## src/rtl/ftdi_rx_deframer.sv

```systemverilog
`default_nettype none
// ============================================================================
// Module      : ftdi_rx_deframer
// Description : Deframes SYNC/ADDR/DATA_HI/DATA_LO[/CHK] byte frames from an
//               FTDI receive stream into a single-entry command register.
//               Optional XOR checksum byte enabled by FTDI_RX_CHECKSUM_EN.
// Revision    : 1.0 - initial release
// ============================================================================
module ftdi_rx_deframer #(
    parameter logic [15:0] TIMEOUT_CYCLES = 16'd1000,
    parameter logic [7:0]  SYNC_BYTE      = 8'hA5
) (
    input  logic        in_clk,
    input  logic        in_rst,
    input  logic [7:0]  in_ctrl_data,
    input  logic        in_ctrl_data_rdy,
    output logic        out_ctrl_rx_ena,
    output logic [7:0]  out_cmd_addr,
    output logic [15:0] out_cmd_data,
    output logic        out_cmd_valid,
    input  logic        in_cmd_ready,
    output logic [7:0]  out_err_count
);

`ifdef FTDI_RX_CHECKSUM_EN
    typedef enum logic [2:0] {
        S_HUNT = 3'd0,
        S_ADDR = 3'd1,
        S_DHI  = 3'd2,
        S_DLO  = 3'd3,
        S_CHK  = 3'd4
    } state_t;
    localparam state_t c_LAST_STATE = S_CHK;
`else
    typedef enum logic [2:0] {
        S_HUNT = 3'd0,
        S_ADDR = 3'd1,
        S_DHI  = 3'd2,
        S_DLO  = 3'd3
    } state_t;
    localparam state_t c_LAST_STATE = S_DLO;
`endif

    state_t      r_state;
    logic        r_rdy_d;
    logic        r_byte_vld;
    logic [7:0]  r_byte;
    logic [7:0]  r_addr;
    logic [7:0]  r_dhi;
    logic [15:0] r_tmo_cnt;
    logic [7:0]  r_cmd_addr;
    logic [15:0] r_cmd_data;
    logic        r_cmd_valid;
    logic        r_rx_ena;
    logic [7:0]  r_err_cnt;

    logic        w_edge;
    logic        w_done;
    logic        w_chk_ok;
    logic [15:0] w_frame_data;
    logic        w_good;
    logic        w_chk_err;
    logic        w_accept;
    logic        w_overrun;
    logic [15:0] w_tmo_next;
    logic        w_timeout;
    logic        w_err;

    assign w_edge = in_ctrl_data_rdy & ~r_rdy_d;
    assign w_done = r_byte_vld && (r_state == c_LAST_STATE);

`ifdef FTDI_RX_CHECKSUM_EN
    logic [7:0] r_dlo;
    assign w_chk_ok     = ((r_addr ^ r_dhi ^ r_dlo) == r_byte);
    assign w_frame_data = {r_dhi, r_dlo};
`else
    // Without a checksum the frame ends on DATA_LO, still sitting in r_byte.
    assign w_chk_ok     = 1'b1;
    assign w_frame_data = {r_dhi, r_byte};
`endif

    assign w_good     = w_done & w_chk_ok;
    assign w_chk_err  = w_done & ~w_chk_ok;
    assign w_accept   = r_cmd_valid & in_cmd_ready;
    assign w_overrun  = w_good & r_cmd_valid & ~w_accept;
    assign w_tmo_next = r_tmo_cnt + 16'd1;
    assign w_timeout  = ~r_byte_vld && (r_state != S_HUNT) && (w_tmo_next == TIMEOUT_CYCLES);
    assign w_err      = w_chk_err | w_overrun | w_timeout;

    always_ff @(posedge in_clk) begin
        if (in_rst) begin
            r_state     <= S_HUNT;
            r_rdy_d     <= 1'b0;
            r_byte_vld  <= 1'b0;
            r_byte      <= 8'h00;
            r_addr      <= 8'h00;
            r_dhi       <= 8'h00;
`ifdef FTDI_RX_CHECKSUM_EN
            r_dlo       <= 8'h00;
`endif
            r_tmo_cnt   <= 16'h0000;
            r_cmd_addr  <= 8'h00;
            r_cmd_data  <= 16'h0000;
            r_cmd_valid <= 1'b0;
            r_rx_ena    <= 1'b0;
            r_err_cnt   <= 8'h00;
        end else begin
            r_rdy_d    <= in_ctrl_data_rdy;
            r_byte_vld <= w_edge;
            if (w_edge) begin
                r_byte <= in_ctrl_data;
            end

            if (r_byte_vld) begin
                r_tmo_cnt <= 16'h0000;
                case (r_state)
                    S_HUNT: begin
                        if (r_byte == SYNC_BYTE) begin
                            r_state <= S_ADDR;
                        end
                    end
                    S_ADDR: begin
                        r_addr  <= r_byte;
                        r_state <= S_DHI;
                    end
                    S_DHI: begin
                        r_dhi   <= r_byte;
                        r_state <= S_DLO;
                    end
`ifdef FTDI_RX_CHECKSUM_EN
                    S_DLO: begin
                        r_dlo   <= r_byte;
                        r_state <= S_CHK;
                    end
                    S_CHK:   r_state <= S_HUNT;
`else
                    S_DLO:   r_state <= S_HUNT;
`endif
                    default: r_state <= S_HUNT;
                endcase
            end else if (r_state != S_HUNT) begin
                if (w_timeout) begin
                    r_state   <= S_HUNT;
                    r_tmo_cnt <= 16'h0000;
                end else begin
                    r_tmo_cnt <= w_tmo_next;
                end
            end

            // A completing frame may replace a command being accepted this cycle.
            if (w_good && (!r_cmd_valid || w_accept)) begin
                r_cmd_addr  <= r_addr;
                r_cmd_data  <= w_frame_data;
                r_cmd_valid <= 1'b1;
            end else if (w_accept) begin
                r_cmd_valid <= 1'b0;
            end

            r_rx_ena <= ~r_cmd_valid;

            if (w_err && (r_err_cnt != 8'hFF)) begin
                r_err_cnt <= r_err_cnt + 8'd1;
            end
        end
    end

    assign out_ctrl_rx_ena = r_rx_ena;
    assign out_cmd_addr    = r_cmd_addr;
    assign out_cmd_data    = r_cmd_data;
    assign out_cmd_valid   = r_cmd_valid;
    assign out_err_count   = r_err_cnt;

endmodule
`default_nettype wire

```

## config.mk

```make
export PLATFORM = sky130hd
export DESIGN_NAME = ftdi_rx_deframer
export DESIGN_NICKNAME = d
export VERILOG_FILES = /design/src/rtl/ftdi_rx_deframer.sv
export SDC_FILE = /design/constraint.sdc
export NUM_CORES = 1
export LEC_CHECK = 0
export CORE_MARGIN = 2
export CORE_UTILIZATION = 54
export DETAILED_ROUTE_END_ITERATION = 16
export PLACE_DENSITY_LB_ADDON = 0.08
export SETUP_SLACK_MARGIN = 0.05
export SYNTH_ARGS = -nofsm -noshare
export SYNTH_HDL_FRONTEND = slang
export SYNTH_SLANG_ARGS = --single-unit
```

## constraint.sdc

```tcl
create_clock -name in_clk -period 3.1 [get_ports in_clk]
set_input_delay 0.93 -clock in_clk [delete_from_list [all_inputs] [get_ports in_clk]]
set_output_delay 0.93 -clock in_clk [all_outputs]
set_load 0.02 [all_outputs]
```

* Yosys cells after proc, flatten, opt, wreduce, memory -nomap -nowiden
Index checks and enable logic that the tools add are counted.
** Operators by class
- Add/subtract/negate cells :: 2
- Muxes and demuxes :: 8
- Bitwise logic cells :: 9
- Equality and inequality tests :: 7
- Reduce and logical (&&, ||, !) cells :: 16
** Operators with widths (number)
- $add A16 B1 Y16 const B :: 1
- $eq A16 B10 Y1 const B :: 1
- $mux W16 :: 1
- $mux W3 :: 4
- $pmux W3 S3 :: 1
- $add A8 B1 Y8 const B :: 1
- $eq A8 B8 Y1 const B :: 1
- $ne A8 B8 Y1 const B :: 1
- $eq A3 B2 Y1 const B :: 2
- $reduce_bool A2 Y1 :: 3
- $logic_and A1 B1 Y1 :: 5
- $and A1 B1 Y1 :: 4
- $not A1 Y1 :: 4
- $reduce_and A2 Y1 :: 2
- $eq A3 B1 Y1 const B :: 1
- $logic_not A3 Y1 :: 1
- $ne A3 B3 Y1 const B :: 1
- $reduce_and A3 Y1 :: 1
- $reduce_bool A3 Y1 :: 1
- $mux W1 :: 2
- $reduce_or A2 Y1 :: 1
- $logic_not A1 Y1 :: 1
- $logic_or A1 B1 Y1 :: 1
- $or A1 B1 Y1 :: 1
** Storage, ports and cells
- Input bits :: 12
- Logic and storage cells :: 54
- Output and inout port bits :: 34
- Bits in registers :: 79

* Longest topological paths before layout
- Word-level depth :: 6
- Depth in mapped cells :: 10
- Mapped depth without buffers :: 9

* Worst setup path before layout
OpenSTA, ideal clock, no wires.
- Kind :: register -> register
- Start point :: register r_state[0]
- End point :: register r_err_cnt[5] (netlist: out_err_count[5])
- Slack :: 0.854 ns
- Path buffers :: 0
- Cell stages (with the launch flop) :: 10
- Period minus slack after synthesis :: 2.246 ns
- Required time :: 2.979 ns
- Arrival :: 2.125 ns
- Setup time :: 0.121 ns
- Cells stage by stage :: dfxtp_1 -> inv_1 -> ha_1 -> nor4b_1 -> nand3_1 -> a2111oi_4 -> nand3_2 -> o21ai_2 -> nand3_1 -> mux2_4
** Between the ends
- Longest elaborated chain between the ends :: 6
- Elaborated cells between the ends (all ways) :: 9
- Those cells by class :: eq/ne: 1; bitwise: 3; reduce/logical: 5
** Ends and longest elaborated chain
- start, declared :: line 44 : state_t r_state;
- start signal, assigned :: line 92 : r_state <= S_HUNT;
- start signal, assigned :: line 119 : r_state <= S_ADDR;
- start signal, assigned :: line 124 : r_state <= S_DHI;
- $eq A3 B2 Y1 :: line 70 : assign w_done = r_byte_vld && (r_state == c_LAST_STATE);
- $logic_and A1 B1 Y1 :: line 70
- $and A1 B1 Y1 (2 in series) :: line 85 : assign w_overrun = w_good & r_cmd_valid & ~w_accept;
- $or A1 B1 Y1 (*) :: line 88 : assign w_err = w_chk_err | w_overrun | w_timeout;
- $logic_and A1 B1 Y1 (*) :: line 161 : if (w_err && (r_err_cnt != 8'hFF)) begin
- end signal, assigned :: line 162 : r_err_cnt <= r_err_cnt + 8'd1;
- end, declared :: line 55 : logic [7:0] r_err_cnt;
Every way passes the cells marked *; elsewhere a longest branch is shown, timed or not.
A chain may end at the register's enable or synchronous reset.

* Final worst setup path
- Start point :: register r_tmo_cnt[0]
- End point :: register r_err_cnt[5] (netlist: out_err_count[5])
** Between the ends
- Longest elaborated chain between the ends :: 5
** Ends and longest elaborated chain
- start, declared :: line 50 : logic [15:0] r_tmo_cnt;
- start signal, assigned :: line 146 : r_tmo_cnt <= w_tmo_next;
- $add A16 B1 Y16 :: line 86 : assign w_tmo_next = r_tmo_cnt + 16'd1;
- $eq A16 B10 Y1 :: line 87 : assign w_timeout = ~r_byte_vld && (r_state != S_HUNT) && (w_tmo_next == TIMEOUT_CYCLES);
- $logic_and A1 B1 Y1 :: line 87
- $or A1 B1 Y1 :: line 88
- $logic_and A1 B1 Y1 :: line 161
Every way passes these cells.

==> impl_metrics.toml <==
[sta]
setup_tns_ps = 0
relSlewSlack = 0.593
max_freq_mhz = 391
worst_slack_ps = 544
worst_pin_slew_ps = 609
hold_viol_final = 0
fin_crit_ps = 2560
final-max-slew-violation-count = 0
finalSetupViolCount = 0
rsz0062_at_grt = "no"
fin_crit_sh = 0.825
skew_ps = 8.29

[placed_design]
io_buffers = 45
dp_hpwl_um = 4790
place.gp.congestion = 0.862
pre_cts_ws_ps = 528
dp.cells = 522

[global_route]
first_global_vias = 2647
grt_max_degree = 51
grt.total_usage = 0.216
antenna_found_initial = 0
gr-total-overflow = 0
grt_pass1_wl_um = 12400

[power]
combPwrFrac = 0.065
total_power_mw = 1.92
seqPwrFrac = 0.540
peakVddDrop_mv = 0.279
p_sw_frac = 0.250
powerDensity_nw_per_um2 = 468
clockPowerShare = 0.395
p_switching_mw = 0.480
intPower_mw = 1.44
leakage_nw = 1.37

[finish]
area_delta_synth_final_pct = 19.7
final_cells = 538
nets = 475
drive_above_1_share = 0.0651
n_antenna_cell = 0

[die]
start_util = 0.550
ioPinCount = 46
rows = 29
core_um2 = 6240
fp.dieW_um = 83.7
dieArea_um2 = 7000
die_h_um = 83.7

[critical_path]
required_ps = 3340
worst_ep_arrival_time_ps = 2800
reg2reg_depth = 8
r2r-start = "r_tmo_cnt[0]$_SDFFE_PP0N_"
rr_endpoint = "out_err_count[5]$_SDFFE_PP0P_"
r2r_slack_ps = 540
critical_path_class = "reg -> reg"
start_kind = "register"
cp-end-kind = "register"
crit_start = "r_tmo_cnt[0]$_SDFFE_PP0N_"
critical_path.max_fanout = 9

[min_path]
worstHoldStart = "r_rdy_d$_SDFF_PP0_"
hold_class = "reg -> reg"
hold_depth = 1
hold_end = "r_byte_vld$_SDFF_PP0_"

[synth]
synthXorXnorAreaFrac = 0.0358
synth-async-reset-ratio = 0
synth_top_family_by_area = "simple AND/OR/NAND/NOR gates"
synth-compound-area-share = 0.133
synth.net_count = 440
syn_avg_cell_area_um2 = 8.15
synth-simple-area-share = 0.277
synthesis.area_um2 = 3430
synth_mux_area_frac = 0.0336
yosysSeqAreaShare = 0.455
netlist_instances = 421
synthAdderAreaFrac = 0.0255
yosys_warnings = 0
synth_cell_types = 46
synth_edf_count = 0
synthFlopType = "dfxtp_1"
synth-seq-cells = 78

[cts]
root_buffer = "clkbuf_8"
cts_buffers = 9
hold_buffers = 0
clk_path_buf_depth = 2
cts-resized-gates = 0
cts_sinks = 78
htree_levels = 3
cts_tree = "yes"
clk_pin_slew_ps = 80
clk_latency_ps = 350
postCtsSetupBuffers = 0

[drt]
antenna_left = 0
avgRoutedWirePerCell_um = 13.3
first_iter_violations = 175
viasPerCell = 5.41
routed_wirelength_um = 7130
vias = 2911
drtPass1Iterations = 4
drcViolationCount = 0

[outcome]
status = "finished clean"

[flow_run]
drv_cap = 0
## metrics by stage
stage               utilization  hold slack, ps  instance area [um^2]
finish                    0.658             423                  4100
CTS                       0.658             427                  4100
global placement          0.626             408                  3910
floorplan                     -             392                  3430
detailed placement        0.626             416                  3910
global route              0.658             454                  4100
## worst max-delay path, stage by stage (launching register included)
cell and delay, ps:
dfxtp_1 480, ha_1 460, inv_1 120, nor4_1 360, xnor2_1 190, nand3_2 150, o21ai_2 250, nand3_1 130
mux2_4 300
## cells in the final DEF, fill, tap and decap left out, types with 3 or more instances in the layout
cell type,Yosys,final
nand2_1,91,91
dfxtp_1,78,78
a21oi_1,50,50
clkdlybuf4s50_1,0,44
nor2_1,31,31
nand3_1,29,29
mux2i_1,10,10
clkbuf_8,0,9
xnor2_1,8,8
inv_1,7,7
nand4_1,7,7
a31oi_1,7,7
ha_1,7,7
nor2b_1,6,6
and3_1,6,6
o21ai_0,6,6
xor2_1,6,6
buf_4,1,6
nor3_1,5,5
or3_1,5,5
nor4_1,4,4
clkinvlp_4,0,3
## state kept, by name (all words and copies together) (netlist names), 2 cells and up
| signal | cells |
|---|---|
| out_cmd_addr | 8 |
| out_cmd_data | 16 |
| out_err_count | 8 |
| r_addr | 8 |
| r_byte | 8 |
| r_dhi | 8 |
| r_state | 2 |
| r_tmo_cnt | 16 |
## final cells by class
type | count | area (um^2)
Sequential cell | 78 | 1560
Timing Repair Buffer | 51 | 490
Tap cell | 77 | 96.3
Multi-Input combinational cell | 309 | 1730
Inverter | 7 | 26.3
Clock buffer | 10 | 128
Clock inverter | 6 | 70.1
Fill cell | 554 | 2140
## power groups by stage
stage	combinational, mW	sequential (mW)	clock [mW]
after floorplan	0.0865	1.05	0
after global placement	0.121	1.06	0
after detailed placement	0.124	1.06	0
after CTS	0.124	1.04	0.770
after global routing	0.140	1.04	0.822
final	0.125	1.04	0.760
## synth_stat cells (7+ instances only)
cell type,n,share of area
a21oi_1,50,0.073
a31oi_1,7,0.013
clkbuf_1,17,0.019
dfxtp_1,78,0.46
ha_1,7,0.026
inv_1,7,0.0077
mux2i_1,10,0.029
nand2_1,91,0.10
nand3_1,29,0.042
nand4_1,7,0.013
nor2_1,31,0.034
xnor2_1,8,0.020
## logic make-up (layout without fill, tap and decap cells)
family                   after synthesis  in the layout
flip-flops                            78             78
adder cells (fa/ha/maj)                7              7
AND/OR/NAND/NOR                      200            200
buffers and inverters                 34             74
AO/OA/AOI/OAI                         77             77
multiplexers                          11             11
XOR/XNOR                              14             14
## how the worst max path moves through the flow
stage | end | depth (start not counted)
finish | out_err_count[5]$_SDFFE_PP0P_ | 8
global route | out_err_count[5]$_SDFFE_PP0P_ | 7
CTS | out_err_count[5]$_SDFFE_PP0P_ | 8
detailed placement | out_err_count[5]$_SDFFE_PP0P_ | 7
global placement | out_err_count[5]$_SDFFE_PP0P_ | 7
floorplan | out_err_count[5]$_SDFFE_PP0P_ | 9
## routing by layer
metal  share of wire  routed length, um  GRT usage
met1            0.50               3590      0.305
met2            0.44               3150      0.328
met3           0.041                289     0.0445
met4           0.014                 97     0.0792
met5               0                  0          0
No activity file was read; power rests on OpenSTA's default activity.
